## config.mk

```make
export PLATFORM = sky130hd
export DESIGN_NAME = addsub_pipe
export DESIGN_NICKNAME = d
export VERILOG_FILES = /design/src/rtl/addsub_pkg.sv /design/src/rtl/addsub_pipe_slice.sv /design/src/rtl/addsub_pipe.sv
export SDC_FILE = /design/constraint.sdc
export NUM_CORES = 1
export LEC_CHECK = 0
export ABC_CLOCK_PERIOD_IN_PS = 9580
export BUFFER_PORTS_ARGS = -buffer_cell sky130_fd_sc_hd__clkbuf_2
export CORE_AREA = 3 3 81 159
export CTS_CLUSTER_SIZE = 14
export DETAILED_ROUTE_END_ITERATION = 16
export DIE_AREA = 0 0 84 162
export GPL_TIMING_DRIVEN = 0
export HOLD_SLACK_MARGIN = 0.02
export PLACE_DENSITY_LB_ADDON = 0.25
export SKIP_LAST_GASP = 1
export SLEW_MARGIN = 20
export SYNTH_ARGS = -nofsm -noshare
export SYNTH_HDL_FRONTEND = slang
export SYNTH_HIERARCHICAL = 1
export SYNTH_SLANG_ARGS = --single-unit
```

## constraint.sdc

```tcl
create_clock -name clk -period 9.58 [get_ports clk]
set_clock_uncertainty 0.05 [all_clocks]
set_input_delay 0.958 -clock clk [delete_from_list [all_inputs] [get_ports clk]]
set_output_delay 0.958 -clock clk [all_outputs]
set_load 0.02 [all_outputs]
```

## src/rtl/addsub_pkg.sv

```systemverilog
// Shared types and helpers for the pipelined signed adder/subtractor.
package addsub_pkg;

  typedef enum logic {
    OP_ADD = 1'b0,
    OP_SUB = 1'b1
  } op_e;

  // Widest operand the saturation helper supports.
  localparam int unsigned MAX_W = 64;
  localparam int unsigned EXT_W = MAX_W + 1;
  localparam int unsigned IDX_W = $clog2(EXT_W);

  // Operand/result width pairing the datapath knows how to build.
  function automatic bit widths_ok(input int unsigned arg_w, input int unsigned res_w);
    return (arg_w >= 2) && (arg_w <= MAX_W) && ((res_w == arg_w) || (res_w == arg_w + 1));
  endfunction

  // Clamp an overflowed (w+1)-bit sum to the w-bit extreme its sign bit points at.
  function automatic logic [MAX_W-1:0] sat_clamp(input logic [EXT_W-1:0] tmp, input int unsigned w);
    logic [MAX_W-1:0] min_neg;
    logic [IDX_W-1:0] sign_idx;
    min_neg  = MAX_W'(1) << (w - 1);
    sign_idx = IDX_W'(w);
    return tmp[sign_idx] ? min_neg : (min_neg - MAX_W'(1));
  endfunction

endpackage

```

## src/rtl/addsub_pipe_slice.sv

```systemverilog
// One valid/ready register slice; loads when empty or when draining in the same cycle.
module pipe_slice #(
  parameter int unsigned W = 8
) (
  input  logic         clk,
  input  logic         rst,
  input  logic         in_vld,
  input  logic [W-1:0] in_data,
  input  logic         out_rdy,
  output logic         out_vld,
  output logic [W-1:0] out_data
);

  logic load_c;

  assign load_c = in_vld && (!out_vld || out_rdy);

  // Valid bit and payload; payload only changes on a load, so it holds during a stall.
  always_ff @(posedge clk) begin
    if (rst) begin
      out_vld  <= 1'b0;
      out_data <= '0;
    end else if (load_c) begin
      out_vld  <= 1'b1;
      out_data <= in_data;
    end else if (out_rdy) begin
      out_vld  <= 1'b0;
    end
  end

endmodule

```

## src/rtl/addsub_pipe.sv

```systemverilog
// Pipelined signed add/sub with valid/ready flow control, optional saturation
// and a saturating overflow event counter.
module addsub_pipe
  import addsub_pkg::*;
#(
  parameter int unsigned ARG_WIDTH = 32,
  parameter int unsigned RES_WIDTH = ARG_WIDTH + 1,
  parameter int unsigned STAGES    = 2,
  parameter int unsigned SATURATE  = 0,
  parameter int unsigned CNT_WIDTH = 16
) (
  input  logic                        clk,
  input  logic                        rst,
  input  logic                        arg_vld,
  output logic                        arg_rdy,
  input  logic                        op,
  input  logic signed [ARG_WIDTH-1:0] a,
  input  logic signed [ARG_WIDTH-1:0] b,
  output logic                        res_vld,
  input  logic                        res_rdy,
  output logic        [RES_WIDTH-1:0] res,
  output logic                        overflow,
  output logic        [CNT_WIDTH-1:0] ovf_cnt,
  input  logic                        cnt_clr
);

  localparam int unsigned SUM_W = ARG_WIDTH + 1;
  localparam int unsigned PAY_W = RES_WIDTH + 1;

  if (!widths_ok(ARG_WIDTH, RES_WIDTH)) begin : g_bad_width
    $error("addsub_pipe: RES_WIDTH must be ARG_WIDTH or ARG_WIDTH+1, ARG_WIDTH in 2..64");
  end
  if ((STAGES < 1) || (STAGES > 4)) begin : g_bad_stages
    $error("addsub_pipe: STAGES must be 1..4");
  end

  logic signed [SUM_W-1:0] a_x, b_x, sum_c;
  logic                    ovf_c;
  logic    [RES_WIDTH-1:0] res_c;
  logic       [STAGES:1]   stage_vld;
  logic       [STAGES:0]   rdy_chain;
  logic      [PAY_W-1:0]   stage_pay [STAGES+1];

  // Full-precision sum from sign-extended operands.
  always_comb begin
    a_x   = SUM_W'(a);
    b_x   = SUM_W'(b);
    sum_c = (op_e'(op) == OP_SUB) ? (a_x - b_x) : (a_x + b_x);
    ovf_c = sum_c[ARG_WIDTH] ^ sum_c[ARG_WIDTH-1];
  end

  if (RES_WIDTH == SUM_W) begin : g_full
    assign res_c = sum_c;
  end else if (SATURATE != 0) begin : g_sat
    assign res_c = ovf_c ? RES_WIDTH'(sat_clamp(EXT_W'(sum_c), ARG_WIDTH))
                         : sum_c[RES_WIDTH-1:0];
  end else begin : g_wrap
    assign res_c = sum_c[RES_WIDTH-1:0];
  end

  assign stage_pay[0] = {res_c, ovf_c};

  // Ready ripples back from the consumer: a stage can take data if it, or anything after it, frees up.
  always_comb begin
    rdy_chain         = '0;
    rdy_chain[STAGES] = res_rdy;
    for (int i = int'(STAGES) - 1; i >= 0; i--) begin
      rdy_chain[i] = !stage_vld[i+1] || rdy_chain[i+1];
    end
  end

  for (genvar i = 0; i < STAGES; i++) begin : g_stage
    logic in_vld;
    if (i == 0) begin : g_head
      assign in_vld = arg_vld;
    end else begin : g_link
      assign in_vld = stage_vld[i];
    end

    pipe_slice #(.W(PAY_W)) u_slice (
      .clk      (clk),
      .rst      (rst),
      .in_vld   (in_vld),
      .in_data  (stage_pay[i]),
      .out_rdy  (rdy_chain[i+1]),
      .out_vld  (stage_vld[i+1]),
      .out_data (stage_pay[i+1])
    );
  end

  assign arg_rdy             = !rst && rdy_chain[0];
  assign res_vld             = stage_vld[STAGES];
  assign {res, overflow}     = stage_pay[STAGES];

  // Count delivered overflow results; clear wins over a same-cycle event, count sticks at all-ones.
  always_ff @(posedge clk) begin
    if (rst || cnt_clr) begin
      ovf_cnt <= '0;
    end else if (res_vld && res_rdy && overflow && (ovf_cnt != '1)) begin
      ovf_cnt <= ovf_cnt + CNT_WIDTH'(1);
    end
  end

endmodule

```

# Yosys cells after proc, flatten, opt, wreduce, memory -nomap -nowiden
# Index checks and enable logic that the tools add are counted.
[totals]
register_bits = 86
latch_bits = 0
ramBits = 0
rom_bits = 0
input_bits = 70
elab_cells = 29
memories = 0
[classes]
addsub = 3
n_mul = 0
n_div = 0
n_lt_le_gt_ge = 0
eq_ne = 1
shifts = 0
n_mux = 5
n_bitwise = 1
reduce_logical = 14
[ops]
columns = ["op", "n"]
rows = [
  ["$add A32 B32 Y33", 1],
  ["$mux W33", 1],
  ["$sub A32 B32 Y33", 1],
  ["$add A16 B1 Y16 const B", 1],
  ["$ne A16 B16 Y1 const B", 1],
  ["$logic_and A1 B1 Y1", 6],
  ["$mux W1", 4],
  ["$reduce_bool A2 Y1", 2],
  ["$logic_not A1 Y1", 3],
  ["$logic_or A1 B1 Y1", 3],
  ["$xor A1 B1 Y1", 1],
]

# Depth between registers and ports, before layout
# Gate-level depths: netlist of the first run.
[depth]
word_depth = 5
ltp_mapped = 20

# Hierarchy
# Netlist of the first run, hierarchy kept.
[modules_own_cells]
columns = ["mod", "instances", "cells_each", "area_each_um2", "seq_area_each_um2"]
rows = [
  ["addsub_pipe", 1, 446, 3213.1, 320.3],
  ["pipe_slice", 2, 152, 1596.5, 700.7],
]

# Least setup slack after synthesis of the first run
# No wires, ideal clock.
[synth_timing]
path_type = "in2reg"
startpoint = "in b[6]"
endpoint = "reg g_stage[0].u_slice.out_data[0]"
t_arrival_ns = 4.356
required_ns = 9.412
path_slack_ns = 5.056
stages = 20
path_cell_list = "nor4_2 -> nand2b_1 -> nor3_1 -> and2_1 -> nand3_1 -> nor3_1 -> nor2_1 -> xnor2_1 -> ha_1 -> clkbuf_1 -> a21o_1 -> a21o_1 -> a22oi_1 -> nor2_1 -> nor4_1 -> a21oi_2 -> xor2_2 -> xnor3_1 -> nand2b_1 -> mux2i_1"
[synth_between]
elab_chain_cells = 3
elab_cells_between_ends = 4
cone_classes = "add/sub: 2; mux: 1; bitwise: 1"
[synth_lines]
columns = ["item", "line", "source"]
rows = [
  ["start, declared", "addsub_pipe.sv:18", "input logic signed [ARG_WIDTH-1:0] b,"],
  ["$add A32 B32 Y33 / $sub A32 B32 Y33 (equally long branches)", "addsub_pipe.sv:48", "sum_c = (op_e'(op) == OP_SUB) ? (a_x - b_x) : (a_x + b_x);"],
  ["$mux W33 (*)", "addsub_pipe.sv:48", ""],
  ["via res_c[32]", "addsub_pipe.sv:39", "logic [RES_WIDTH-1:0] res_c;"],
  ["$xor A1 B1 Y1 (*)", "addsub_pipe.sv:49", "ovf_c = sum_c[ARG_WIDTH] ^ sum_c[ARG_WIDTH-1];"],
  ["via ovf_c", "addsub_pipe.sv:38", "logic ovf_c;"],
  ["end signal, assigned", "addsub_pipe_slice.sv:25", "out_data <= in_data;"],
  ["end, declared", "addsub_pipe_slice.sv:11", "output logic [W-1:0] out_data"],
]
# Mark *: on every way through the listed nets, which the timed path passes. The rest lies on a longest branch.
# A chain may end at the register's enable or synchronous reset.

# Worst setup path after layout of the first run
[layout_timing]
startpoint = "in b[0]"
endpoint = "reg g_stage[0].u_slice.out_data[0]"
[layout_between]
elab_chain_cells = 3
elab_cells_between_ends = 4
cone_classes = "add/sub: 2; mux: 1; bitwise: 1"
[layout_lines]
columns = ["item", "line"]
rows = [
  ["$add A32 B32 Y33 / $sub A32 B32 Y33 (equally long branches)", "addsub_pipe.sv:48"],
  ["$mux W33 (*)", "addsub_pipe.sv:48"],
  ["$xor A1 B1 Y1 (*)", "addsub_pipe.sv:49"],
  ["via ovf_c", "addsub_pipe.sv:38"],
]
# Marks and branches as above.

==> summary.txt, run 1 <==
Run status
  • Status: finished clean

Placement
  • PortBufs: 120
  • GP Congestion: 0.877
  • Post-DP HPWL: 12,700 um
  • Placed inst area: 7190 sq um

Detailed routing
  • Vias after detailed routing: 5,574
  • Routed WL per cell: 14.7 um
  • DRT antenna net count: 0
  • Via/cell ratio: 5.41
  • Drt first-iter violations: 138
  • DR pass1 iterations: 4
  • Final WL: 15,100 um
  • DRC: 0

Setup path
  • Kind of critical path: in2reg
  • Worst Setup Start Kind: input port
  • Req. time, crit path: 9750 ps
  • Worst EP arrival: 5190 ps
  • CP Max Fanout: 6
  • Worst Setup End Kind: register

Power and ir drop
  • Leak pwr: 3.25 nW
  • PD cells: 152 nW/um^2
  • IR drop worst, VDD: 0.155 mV

Final layout
  • Synth-to-layout area growth: 17.7%
  • Nets: 986
  • Fillers: 1,018
  • Fraction of layout instances using a drive strength above 1: 18.5%
  • Final Cell Area: 7540 sq um
  • Diode count: 0

Logic synthesis
  • Post-Synth Adder-Cell Area: 6.95%
  • Mapped Nets: 855
  • Synth Area in XOR/XNOR: 10.9%
  • Cell area after synthesis: 6410 sq um
  • Synthesis Warnings: 6
  • Post-synthesis mux area share: 11.1%
  • Compound-gate portion of the synthesized area: 12.9%
  • Largest family of logic cells by synthesized area: simple AND/OR/NAND/NOR gates
  • Post-synth EDFFs: 0
  • Synth Area in Simple Gates: 25.9%
  • Cell count after synthesis: 750
  • Top FF cell, synth: dfxtp_1
  • Register area share after synthesis: 26.9%
  • #FFs+latches synth: 86
  • Mean area per synthesized cell: 8.54 sq um
  • Synth cell types: 61
  • Async set-reset flop share out of synthesis: 0%

Timing
  • Final Critical Period: 5020 ps
  • Fin. max-slew vios: 0
  • Fin. Hold Viols: 0
  • RSZ-0062 raised after global routing: no
  • Setup Viol. Count Final: 0
  • Slew margin rel.: 56.7%
  • Max Clk Rate: 0.199 GHz
  • Tcrit/Tclk final: 52.4%
  • Final hold slack: 420 ps
  • Final TNS setup: 0 ps
  • Worst-Margin Slew: 649 ps

GRT
  • Number of global-route vias before repair: 5,656
  • Initial antenna violation count: 0
  • Pin count of the biggest net entering global routing: 15
  • Gr ovfl total: 0
  • Wire length of the first global-routing pass: 25,300 um
  • Tot GR Track Use: 22.3%

Clock network
  • Sink Count: 86
  • Clk slew on worst S/H paths: 60 ps
  • Post_cts resized: 0
  • Clock Latency Late Sink: 330 ps
  • CTS root buf: clkbuf_16
  • Post-CTS Setup Bufs: 0
  • CTS Buf Count: 9
  • H-Tree Depth: 3
  • TritonCTS clock tree: done
  • CTS Hold Bufs: 0
  • Clock Tree Buf Depth: 2

Floorplan
  • Chip Width: 84 um
  • Number of top-level pins: 122
  • Initial Util: 54.1%
  • DIE AREA: 13,600 sq um
  • Core Area: 11,800 sq um
  • Die Ht: 162 um
  • Row count: 56

Flow run
  • Max cap viols: 0

Hold path
  • HP Class: reg2reg
[per-stage QoR]
step	total power, mW	utilization (%)	setup WS (ps)	std cells
6_report	1.15	63.7	4560	1031
5_1_grt	1.21	63.7	4070	1031
4_1_cts	1.16	63.7	4470	1031
3_5_place_dp	0.759	60.7	4150	1015
3_3_place_gp	0.748	60.7	4150	1015
2_1_floorplan	0.671	-	5060	750
[path summary, 6_finish.rpt]
path,from,end,slack (ps),cells after the start
max reg2reg,ovf_cnt[8],ovf_cnt[14],7050,8
min reg2reg,g_stage[1].u_slice/out_data[15],g_stage[1].u_slice/out_data[15],420,2
min,g_stage[1].u_slice/out_data[15],g_stage[1].u_slice/out_data[15],420,2
max,b[0],g_stage[0].u_slice/out_data[0],4560,18
[report_power, final]
part           internal, mW  switching, mW  total, mW
combinational         0.158          0.188      0.346
clock                 0.262          0.135      0.397
sequential            0.388         0.0177      0.406
[Yosys cell counts, drive strengths merged (6+ instances only)]
cell | instances | share of area, %
ha | 34 | 6.6
nor2 | 61 | 3.6
xor2 | 22 | 3.1
buf | 14 | 3.0
mux2i | 71 | 11
a21o | 20 | 2.3
xnor2 | 52 | 7.4
nor4 | 6 | 0.92
o21ai | 18 | 1.5
nand3 | 9 | 0.70
nor2b | 8 | 0.78
dfxtp | 86 | 27
a21oi | 53 | 4.2
nand4 | 8 | 0.78
nor3 | 13 | 1.0
nand2b | 142 | 14
clkbuf | 24 | 1.4
inv | 19 | 1.1
a211oi | 6 | 0.70
nand2 | 29 | 1.7
[cells in the final DEF, fill, tap and decap left out, types with 25 or more instances in the layout]
cell type  instances
nand2b_1         142
clkbuf_2         120
dfxtp_1           86
mux2i_1           71
nor2_1            60
a21oi_1           52
xnor2_1           51
ha_1              34
nand2_1           29
clkbuf_1          25
[cell families (layout without fill, tap and decap cells)]
kind of cell / count (synthesis) / after routing
mux: 71 / 71
compound gates: 130 / 130
flops: 86 / 86
xor+xnor: 75 / 75
buf+inv: 57 / 193
fa+ha+maj: 35 / 35
simple gates: 296 / 296
[worst max-delay path, stage by stage]
cell and delay [ps]:
clkbuf_2 110, inv_1 60, ha_1 160, nor3b_1 470, nor4bb_1 500, and2_4 270
a21oi_1 80, xnor2_1 150, ha_1 350, a21oi_1 280, or3b_1 370, o21ai_0 300
a21oi_1 190, a41o_1 290, a21oi_1 230, xnor3_1 250, nand2b_1 110, mux2i_1 80
[registers in the layout, indices dropped and copies added (netlist names)]
| register | flops |
|---|---|
| ovf_cnt | 16 |
| g_stage.u_slice/out_vld | 2 |
| g_stage.u_slice/out_data | 68 |
[metal layers]
layer  vias to the layer above  track usage [%]  part of all wire [%]
met1                      2604             22.0                    38
met3                        26             2.54                   2.7
li1                       2836                -                     -
met4                         0             7.98                   2.4
met2                       108             46.1                    57
met5                         -                0                     0
[final cells by class]
| class | instances | area [sq um] | share of cell area, % |
|---|---|---|---|
| multi-input combinational | 607 | 4330 | 57.5 |
| inverter | 19 | 71.3 | 0.946 |
| timing repair buffer | 120 | 601 | 7.97 |
| tap | 145 | 181 | 2.41 |
| clock inverter | 5 | 106 | 1.41 |
| sequential | 86 | 1720 | 22.8 |
| buffer | 38 | 280 | 3.72 |
| clock buffer | 11 | 243 | 3.22 |
(Power assumes the default switching activity.)
==> run 2, diff against run 1 <==
--- a/config.mk
+++ b/config.mk
@@ -5,12 +5,13 @@
 export SDC_FILE = /design/constraint.sdc
 export NUM_CORES = 1
 export LEC_CHECK = 0
-export ABC_CLOCK_PERIOD_IN_PS = 9580
+export ABC_AREA = 1
+export ABC_CLOCK_PERIOD_IN_PS = 4200
 export BUFFER_PORTS_ARGS = -buffer_cell sky130_fd_sc_hd__clkbuf_2
-export CORE_AREA = 3 3 81 159
+export CORE_AREA = 3 3 87 172
 export CTS_CLUSTER_SIZE = 14
 export DETAILED_ROUTE_END_ITERATION = 16
-export DIE_AREA = 0 0 84 162
+export DIE_AREA = 0 0 90 175
 export GPL_TIMING_DRIVEN = 0
 export HOLD_SLACK_MARGIN = 0.02
 export PLACE_DENSITY_LB_ADDON = 0.25
==> constraint.sdc (replaced) <==
create_clock -name clk -period 4.2 [get_ports clk]
set_clock_uncertainty 0.05 [all_clocks]
set_input_delay 0.42 -clock clk [delete_from_list [all_inputs] [get_ports clk]]
set_output_delay 0.42 -clock clk [all_outputs]
set_load 0.02 [all_outputs]
==> run 2 against run 1 <==
  * Clock power up 98%
  * Highest routed layer unchanged
  * Combinational power grew to 2.6 times the previous value
  * Critical path depth is 6 higher
  * Clock-buffer cell count is 1 higher
  * Total power increased by 130%
  * Via count increased by 31%
  * Wire length rose by 23%
  * Synthesized cell count rose by 52%
==> summary.txt, run 2 <==
Logic synthesis
  • Cell count after synthesis: 1,143 (was 750)
  • Post-synth EDFFs: 0 (unchanged)
  • Post-synth top area share: 24.1% (was 26.9%)
  • Synthesis Warnings: 6 (unchanged)
  • Register area share after synthesis: 24.1% (was 26.9%)
  • #FFs+latches synth: 86 (unchanged)
  • Most area-hungry cell type in the Yosys netlist: dfxtp_1 (unchanged)
  • Synth cell types: 47 (was 61)
  • Cell area after synthesis: 7130 sq um (was 6410 sq um)
  • Top FF cell, synth: dfxtp_1 (unchanged)
  • Commonest cells post-synth: nand2_1, inv_1, nor2_1 (was nand2b_1, dfxtp_1, mux2i_1)
  • Async set-reset flop share out of synthesis: 0% (unchanged)
  • Mean area per synthesized cell: 6.24 sq um (was 8.54 sq um)
  • Count leader, synth: nand2_1 (was nand2b_1)
  • Mapped Nets: 1,248 (was 855)
  • Synth top area cells: dfxtp_1, nand2_1, inv_1 (was dfxtp_1, nand2b_1, mux2i_1)

Floorplan
  • Initial Util: 51.4% (was 54.1%)
  • Row count: 61 (was 56)
  • DIE AREA: 15,800 sq um (was 13,600 sq um)
  • Core Area: 13,900 sq um (was 11,800 sq um)
  • Chip Width: 90 um (was 84 um)
  • Die Ht: 175 um (was 162 um)
  • Number of top-level pins: 122 (unchanged)

Setup path
  • RR Startpoint: ovf_cnt[0] (was ovf_cnt[8])
  • Worst Reg2Reg Path Length in Cells: 9 (was 8)
  • Kind of critical path: in2reg (unchanged)
  • Buf+Inv Stages, Crit Path: 4 (was 2)
  • Worst Setup Start Kind: input port (unchanged)
  • CP top delay family: simple AND/OR/NAND/NOR gates (unchanged)
  • Worst Setup End Kind: register (unchanged)
  • Worst flop-to-flop path endpoint: ovf_cnt[3] (was ovf_cnt[14])
  • CP Max Fanout: 5 (was 6)
  • CP max-delay cell: ha_1 (was nor4bb_1)
  • Cell chain of the critical path: clkbuf_2 > inv_1 > ha_1 > nand3_2 > nor2_4 > nand2_4 > o31ai_4 > nand2_1 > xor2_1 > inv_1 > ha_1 > nand2_1 > nor3_1 > nand2_1 > a21oi_1 > nor2_1 > nand3_1 > nand2_1 > nand2_1 > nand2_1 > inv_1 > nand3_1 > nand2_1 > nor2_1 (was clkbuf_2 > inv_1 > ha_1 > nor3b_1 > nor4bb_1 > and2_4 > a21oi_1 > xnor2_1 > ha_1 > a21oi_1 > or3b_1 > o21ai_0 > a21oi_1 > a41o_1 > a21oi_1 > xnor3_1 > nand2b_1 > mux2i_1)
  • R2r setup slk: 2360 ps (was 7050 ps)
  • Worst EP arrival: 3590 ps (was 5190 ps)
  • Most common cell on crit path: nand2_1 (was a21oi_1)
  • Req. time, crit path: 4370 ps (was 9750 ps)
  • CP peak stage delay: 380 ps (was 500 ps)

Power and ir drop
  • Total Power: 2.62 mW (was 1.15 mW)
  • P_int: 1.72 mW (was 0.809 mW)
  • Leak pwr: 4.27 nW (was 3.25 nW)
  • Net Sw Power: 0.901 mW (was 0.340 mW)
  • IR drop worst, VDD: 0.199 mV (was 0.155 mV)
  • Sw Ratio: 34.3% (was 29.6%)
  • Clock power share: 30.0% (was 34.6%)
  • Seq pwr share: 35.1% (was 35.3%)
  • Combinational cell fraction of total power: 34.9% (was 30.1%)
  • PD cells: 317 nW/um^2 (was 152 nW/um^2)

Detailed routing
  • DRC: 0 (unchanged)
  • Metal1 wirelength: 6290 um (was 5730 um)
  • Drt first-iter violations: 260 (was 138)
  • Vias after detailed routing: 7,284 (was 5,574)
  • Via/cell ratio: 4.96 (was 5.41)
  • DR pass1 iterations: 4 (unchanged)
  • Met2 routed WL: 10,700 um (was 8630 um)
  • Final WL: 18,700 um (was 15,100 um)
  • DR top layer: met4 (unchanged)
  • DRT antenna net count: 0 (unchanged)
  • Metal3 WL: 484 um (was 402 um)
  • Routed WL per cell: 12.7 um (was 14.7 um)

Final layout
  • Nets: 1,379 (was 986)
  • Max FFs per register: 68 (unchanged)
  • Fraction of layout instances using a drive strength above 1: 19.1% (was 18.5%)
  • Register area: 1720 sq um (unchanged)
  • Synth-to-layout area growth: 16.0% (was 17.7%)
  • Top Registers: g_stage.u_slice/out_data x68, ovf_cnt x16, g_stage.u_slice/out_vld x2 (unchanged)
  • Fin cells: 1,468 (was 1,031)
  • Multi-input logic area: 4510 sq um (was 4330 sq um)
  • Fillers: 1,496 (was 1,018)
  • Most flop-heavy register: g_stage.u_slice/out_data (unchanged)
  • Commonest non-fill, non-tap cell in the layout: nand2_1 (was nand2b_1)
  • Diode count: 0 (unchanged)
  • Most frequent cells in the layout: nand2_1, inv_1, nor2_1 (was nand2b_1, clkbuf_2, dfxtp_1)

GRT
  • Number of global-route vias before repair: 7,107 (was 5,656)
  • Gr ovfl total: 0 (unchanged)
  • Pin count of the biggest net entering global routing: 14 (was 15)
  • Initial antenna violation count: 0 (unchanged)
  • Tot GR Track Use: 24.1% (was 22.3%)
  • Wire length of the first global-routing pass: 31,200 um (was 25,300 um)

Clock network
  • CTS Buf Count: 9 (unchanged)
  • Clk slew on worst S/H paths: 60 ps (about the same)
  • Clock Tree Buf Depth: 2 (unchanged)
  • H-Tree Depth: 3 (unchanged)
  • Post-CTS Setup Bufs: 0 (unchanged)
  • Post_cts resized: 0 (unchanged)
  • TritonCTS clock tree: done (unchanged)
  • Sink Count: 86 (unchanged)
  • CTS Hold Bufs: 0 (unchanged)
  • CTS root buf: clkbuf_16 (unchanged)
  • Clock Latency Late Sink: 330 ps (about the same)

Timing
  • Fin. max-slew vios: 0 (unchanged)
  • Final TNS setup: 0 ps (unchanged)
  • Worst-Margin Slew: 641 ps (was 649 ps)
  • Final Critical Period: 3420 ps
  • RSZ-0062 raised after global routing: no (unchanged)
  • Final hold slack: 305 ps (was 420 ps)
  • Fin. Hold Viols: 0 (unchanged)
  • Slew margin rel.: 57.1% (was 56.7%)
  • Setup ws final: 782 ps (was 4560 ps)
  • Setup Viol. Count Final: 0 (unchanged)
  • Max Clk Rate: 0.293 GHz
  • Tcrit/Tclk final: 81.4%

Placement
  • Placed Cells: 1,452 (was 1,015)
  • PortBufs: 120 (unchanged)
  • GP Congestion: 0.951 (was 0.877)
  • Post-DP HPWL: 16,100 um (was 12,700 um)
  • Place WS: 426 ps (was 4150 ps)

Run status
  • Status: finished clean (unchanged)

Hold path
  • HP Class: in2reg (was reg2reg)
  • Min-Delay Startpoint: rst (was g_stage[1].u_slice/out_data[15])
  • Worst hold path depth: 2 (unchanged)
  • Worst hold path endpoint: g_stage[1].u_slice/out_vld (was g_stage[1].u_slice/out_data[15])

Flow run
  • Max cap viols: 0 (unchanged)
## run 2: area by class of cell
type | instances | share of cell area (%)
plain buffers | 40 | 3.28
clock buffers | 12 | 3.10
clock inverters | 4 | 0.545
inverters | 169 | 7.67
multi-input cells | 848 | 54.5
flip-flops and latches | 86 | 20.8
well taps | 189 | 2.86
repair buffers | 120 | 7.26
## run 2: per-layer routing
metal  vias up  GRT usage (%)
met4         0           16.4
met2       182           50.1
met5         -              0
met3        72           2.07
li1       3885              -
met1      3145           20.8
## run 2: worst max-delay path by stage
stage	start	endpoint	slack (ps)	cells past startpoint
5_1_grt	b[1]	g_stage[0].u_slice/out_data[0]	430	24
3_5_place_dp	b[0]	g_stage[0].u_slice/out_data[0]	430	24
4_1_cts	b[0]	g_stage[0].u_slice/out_data[0]	760	24
2_1_floorplan	b[1]	g_stage[0].u_slice/out_data[0]	1230	24
3_3_place_gp	b[0]	g_stage[0].u_slice/out_data[0]	430	24
6_report	b[1]	g_stage[0].u_slice/out_data[0]	780	24
## run 2: metrics by stage
stage	area, sq um	util, %
global placement	7970	57.4
detailed placement	7970	57.4
global route	8270	59.5
CTS	8270	59.5
floorplan	7130	-
finish	8270	59.5
## run 2: power groups by stage
stage / sequential (mW) / combinational (mW) / clock (mW)
after detailed placement: 0.937 / 0.916 / 0
after global placement: 0.935 / 0.905 / 0
after floorplan: 0.959 / 0.665 / 0
after CTS: 0.920 / 0.921 / 0.806
final: 0.919 / 0.916 / 0.787
after global routing: 0.927 / 1.06 / 0.841
## run 2: cell families (layout without fill, tap and decap cells)
kind of cell / Yosys count / after routing / synth area share, %
buf+inv: 209 / 345 / 12.7
xor+xnor: 57 / 57 / 7.00
simple gates: 596 / 596 / 36.4
fa+ha+maj: 35 / 35 / 6.24
compound gates: 160 / 160 / 13.6
flops: 86 / 86 / 24.1
==> run 3, diff against run 2 <==
--- a/config.mk
+++ b/config.mk
@@ -6,7 +6,7 @@
 export NUM_CORES = 1
 export LEC_CHECK = 0
 export ABC_AREA = 1
-export ABC_CLOCK_PERIOD_IN_PS = 4200
+export ABC_CLOCK_PERIOD_IN_PS = 2900
 export BUFFER_PORTS_ARGS = -buffer_cell sky130_fd_sc_hd__clkbuf_2
 export CORE_AREA = 3 3 87 172
 export CTS_CLUSTER_SIZE = 14
==> constraint.sdc (replaced) <==
create_clock -name clk -period 2.9 [get_ports clk]
set_clock_uncertainty 0.05 [all_clocks]
set_input_delay 0.29 -clock clk [delete_from_list [all_inputs] [get_ports clk]]
set_output_delay 0.29 -clock clk [all_outputs]
set_load 0.02 [all_outputs]
==> run 3 against run 2 <==
  * The flow now finishes with violations (setup timing)
  * Utilization is 6.2 points higher
  * Combinational power is 77% higher
  * Register-to-register slack worse by 1300 ps
  * Design area is 10% higher
  * Non-clock buffer count is 28 higher
  * Worst setup slack worse by 900 ps
  * Clock power is 45% higher
  * Hold slack worse by 130 ps
  * Critical path type unchanged
  * Critical endpoint is now g_stage[0].u_slice/out_data[31]
  * Largest cell class unchanged
==> summary.txt, run 3 (synthesized netlist as in run 2, its figures left out) <==
Timing
  • Max Clk Rate: 0.331 GHz
  • Tcrit/Tclk final: 104%
  • Fin. max-slew vios: 0 (unchanged)
  • Setup ws final: -119 ps (was 782 ps)
  • Worst-Margin Slew: 625 ps (was 641 ps)
  • Fin. Hold Viols: 0 (unchanged)
  • Setup Viol. Count Final: 3 (was 0)
  • Final Critical Period: 3020 ps
  • Slew margin rel.: 58.2% (was 57.1%)
  • RSZ-0062 raised after global routing: yes (was no)

Placement
  • GP Congestion: 0.951 (unchanged)
  • Place WS: -744 ps (was 426 ps)
  • Post-DP HPWL: 16,100 um (unchanged)
  • PortBufs: 120 (unchanged)
  • Placed inst area: 7970 sq um (unchanged)

Detailed routing
  • Via/cell ratio: 5.09 (was 4.96)
  • DRT antenna net count: 0 (unchanged)
  • DRC: 0 (unchanged)
  • Drt first-iter violations: 296 (was 260)
  • Vias after detailed routing: 7,615 (was 7,284)
  • DR pass1 iterations: 4 (unchanged)
  • Routed WL per cell: 13.5 um (was 12.7 um)
  • Final WL: 20,200 um (was 18,700 um)

Final layout
  • Commonest non-fill, non-tap cell in the layout: nand2_1 (unchanged)
  • Max FFs per register: 68 (unchanged)
  • Most flop-heavy register: g_stage.u_slice/out_data (unchanged)
  • Top Registers: g_stage.u_slice/out_data x68, ovf_cnt x16, g_stage.u_slice/out_vld x2 (unchanged)
  • Final Cell Area: 9140 sq um (was 8270 sq um)
  • Most frequent cells in the layout: nand2_1, inv_1, nor2_1 (unchanged)
  • Multi-input logic area: 5110 sq um (was 4510 sq um)
  • Nets: 1,407 (was 1,379)
  • Fraction of layout instances using a drive strength above 1: 28.7% (was 19.1%)
  • Fillers: 1,331 (was 1,496)
  • Register area: 1720 sq um (unchanged)
  • Diode count: 0 (unchanged)
  • Synth-to-layout area growth: 28.1% (was 16.0%)

GRT
  • Number of global-route vias before repair: 7,267 (was 7,107)
  • Grt met2 use: 50.9% (was 50.1%)
  • Wire length of the first global-routing pass: 31,900 um (was 31,200 um)
  • Pin count of the biggest net entering global routing: 14 (unchanged)
  • Met1 Use GR: 21.3% (was 20.8%)
  • Met3 usage: 2.15% (was 2.07%)
  • Tot GR Track Use: 24.6% (was 24.1%)
  • Initial antenna violation count: 0 (unchanged)
  • Global route hottest layer: met2 (unchanged)
  • Gr ovfl total: 0 (unchanged)

Setup path
  • Worst Setup Start Kind: input port (unchanged)
  • Kind of critical path: in2reg (unchanged)
  • Levels on crit path: 23 (was 24)
  • CP Max Fanout: 4 (was 5)
  • Cell chain of the critical path: clkbuf_2 > inv_4 > nand3_4 > nor3_4 > nand3b_4 > nor2_4 > nand2_1 > nand2_2 > xor2_1 > ha_2 > a21o_1 > nand2_1 > nand3_1 > a21oi_1 > o21ai_0 > nor2_1 > nand2_1 > nand2_1 > nand2_1 > inv_1 > nand3_1 > nand2_1 > nor2_1 (was clkbuf_2 > inv_1 > ha_1 > nand3_2 > nor2_4 > nand2_4 > o31ai_4 > nand2_1 > xor2_1 > inv_1 > ha_1 > nand2_1 > nor3_1 > nand2_1 > a21oi_1 > nor2_1 > nand3_1 > nand2_1 > nand2_1 > nand2_1 > inv_1 > nand3_1 > nand2_1 > nor2_1)
  • Worst Reg2Reg Path Length in Cells: 9 (unchanged)
  • Worst EP arrival: 3200 ps (was 3590 ps)
  • CP max-delay cell: ha_2 (was ha_1)
  • CP top delay family: simple AND/OR/NAND/NOR gates (unchanged)
  • CP peak stage delay: 370 ps (was 380 ps)
  • Buf+Inv Stages, Crit Path: 3 (was 4)
  • Worst Setup End Kind: register (unchanged)
  • Req. time, crit path: 3080 ps (was 4370 ps)
  • Most common cell on crit path: nand2_1 (unchanged)

Power and ir drop
  • Sw Ratio: 35.5% (was 34.3%)
  • Net Sw Power: 1.45 mW (was 0.901 mW)
  • Combinational cell fraction of total power: 39.6% (was 34.9%)
  • Clock power share: 27.8% (was 30.0%)
  • Total Power: 4.09 mW (was 2.62 mW)
  • Leak pwr: 4.53 nW (was 4.27 nW)
  • Seq pwr share: 32.5% (was 35.1%)
  • IR drop worst, VDD: 0.293 mV (was 0.199 mV)
  • PD cells: 448 nW/um^2 (was 317 nW/um^2)
  • P_int: 2.64 mW (was 1.72 mW)

Clock network
  • Clk slew on worst S/H paths: 60 ps (about the same)
  • Clock Tree Buf Depth: 2 (unchanged)
  • TritonCTS clock tree: done (unchanged)
  • Sink Count: 86 (unchanged)
  • H-Tree Depth: 3 (unchanged)
  • Clock Latency Late Sink: 330 ps (about the same)
  • CTS Hold Bufs: 0 (unchanged)
  • CTS root buf: clkbuf_16 (unchanged)
  • CTS Buf Count: 9 (unchanged)

Floorplan
  • DIE AREA: 15,800 sq um (unchanged)
  • Chip Width: 90 um (unchanged)
  • Core Area: 13,900 sq um (unchanged)
  • Row count: 61 (unchanged)
  • Initial Util: 51.4% (unchanged)
  • Number of top-level pins: 122 (unchanged)
  • Die Ht: 175 um (unchanged)

Flow run
  • Max cap viols: 0 (unchanged)

Hold path
  • Worst hold path depth: 2 (unchanged)
  • HP Class: in2reg (unchanged)

Run status
  • Status: complete, but fails checks (was finished clean)
  • Failing checks: setup timing
## run 3: cell types whose count changed in the layout (fill, tap and decap cells not counted), sizes merged
cell / before / now
clkbuf: 133 / 131
buf: 39 / 69
## run 3: worst paths after layout
check	end	start	slack (ps)
min	g_stage[1].u_slice/out_vld	rst	170
min reg2reg	g_stage[0].u_slice/out_data[14]	g_stage[0].u_slice/out_data[14]	430
max	g_stage[0].u_slice/out_data[31]	b[2]	-120
max reg2reg	ovf_cnt[3]	ovf_cnt[0]	1070
## run 3: repair_timing
item                                    in CTS  in global routing
pin swaps                                   22                 51
resized for setup                           46                120
gates cloned                                 0                  0
buffers inserted                            10                 18
hold endpoints to repair                     0                  0
endpoints found under the setup margin      12                 21
## run 3: power by group through the flow
| stage | Sequential (mW) | Combinational [mW] | Clock [mW] |
|---|---|---|---|
| floorplan | 1.39 | 0.963 | 0 |
| global placement | 1.35 | 1.31 | 0 |
| detailed placement | 1.36 | 1.33 | 0 |
| CTS | 1.33 | 1.40 | 1.17 |
| global route | 1.34 | 1.81 | 1.22 |
| finish | 1.33 | 1.62 | 1.14 |
## run 3: cell type report
class / instances / share of cell area (%)
clock buffer: 12 / 2.81
buffer: 40 / 3.12
timing repair buffer: 148 / 9.13
multi-input combinational: 848 / 55.9
inverter: 169 / 7.11
sequential: 86 / 18.8
clock inverter: 4 / 0.493
tap: 189 / 2.59
## run 3: through the flow
stage / util, % / setup TNS [ps] / cells / hold WS [ps]
floorplan: - / 0 / 1143 / 302
global placement: 57.4 / -8010 / 1452 / 410
detailed placement: 57.4 / -8620 / 1452 / 417
CTS: 61.5 / -36.1 / 1478 / 169
global route: 65.8 / -975 / 1496 / 182
finish: 65.8 / -154 / 1496 / 175
## run 3: routing by layer
metal	up-vias	share of wire, %	wire (um)
li1	3947	-	-
met1	3343	33	6610
met2	233	57	11600
met3	92	3.1	633
met4	0	7.0	1420
met5	-	0	0
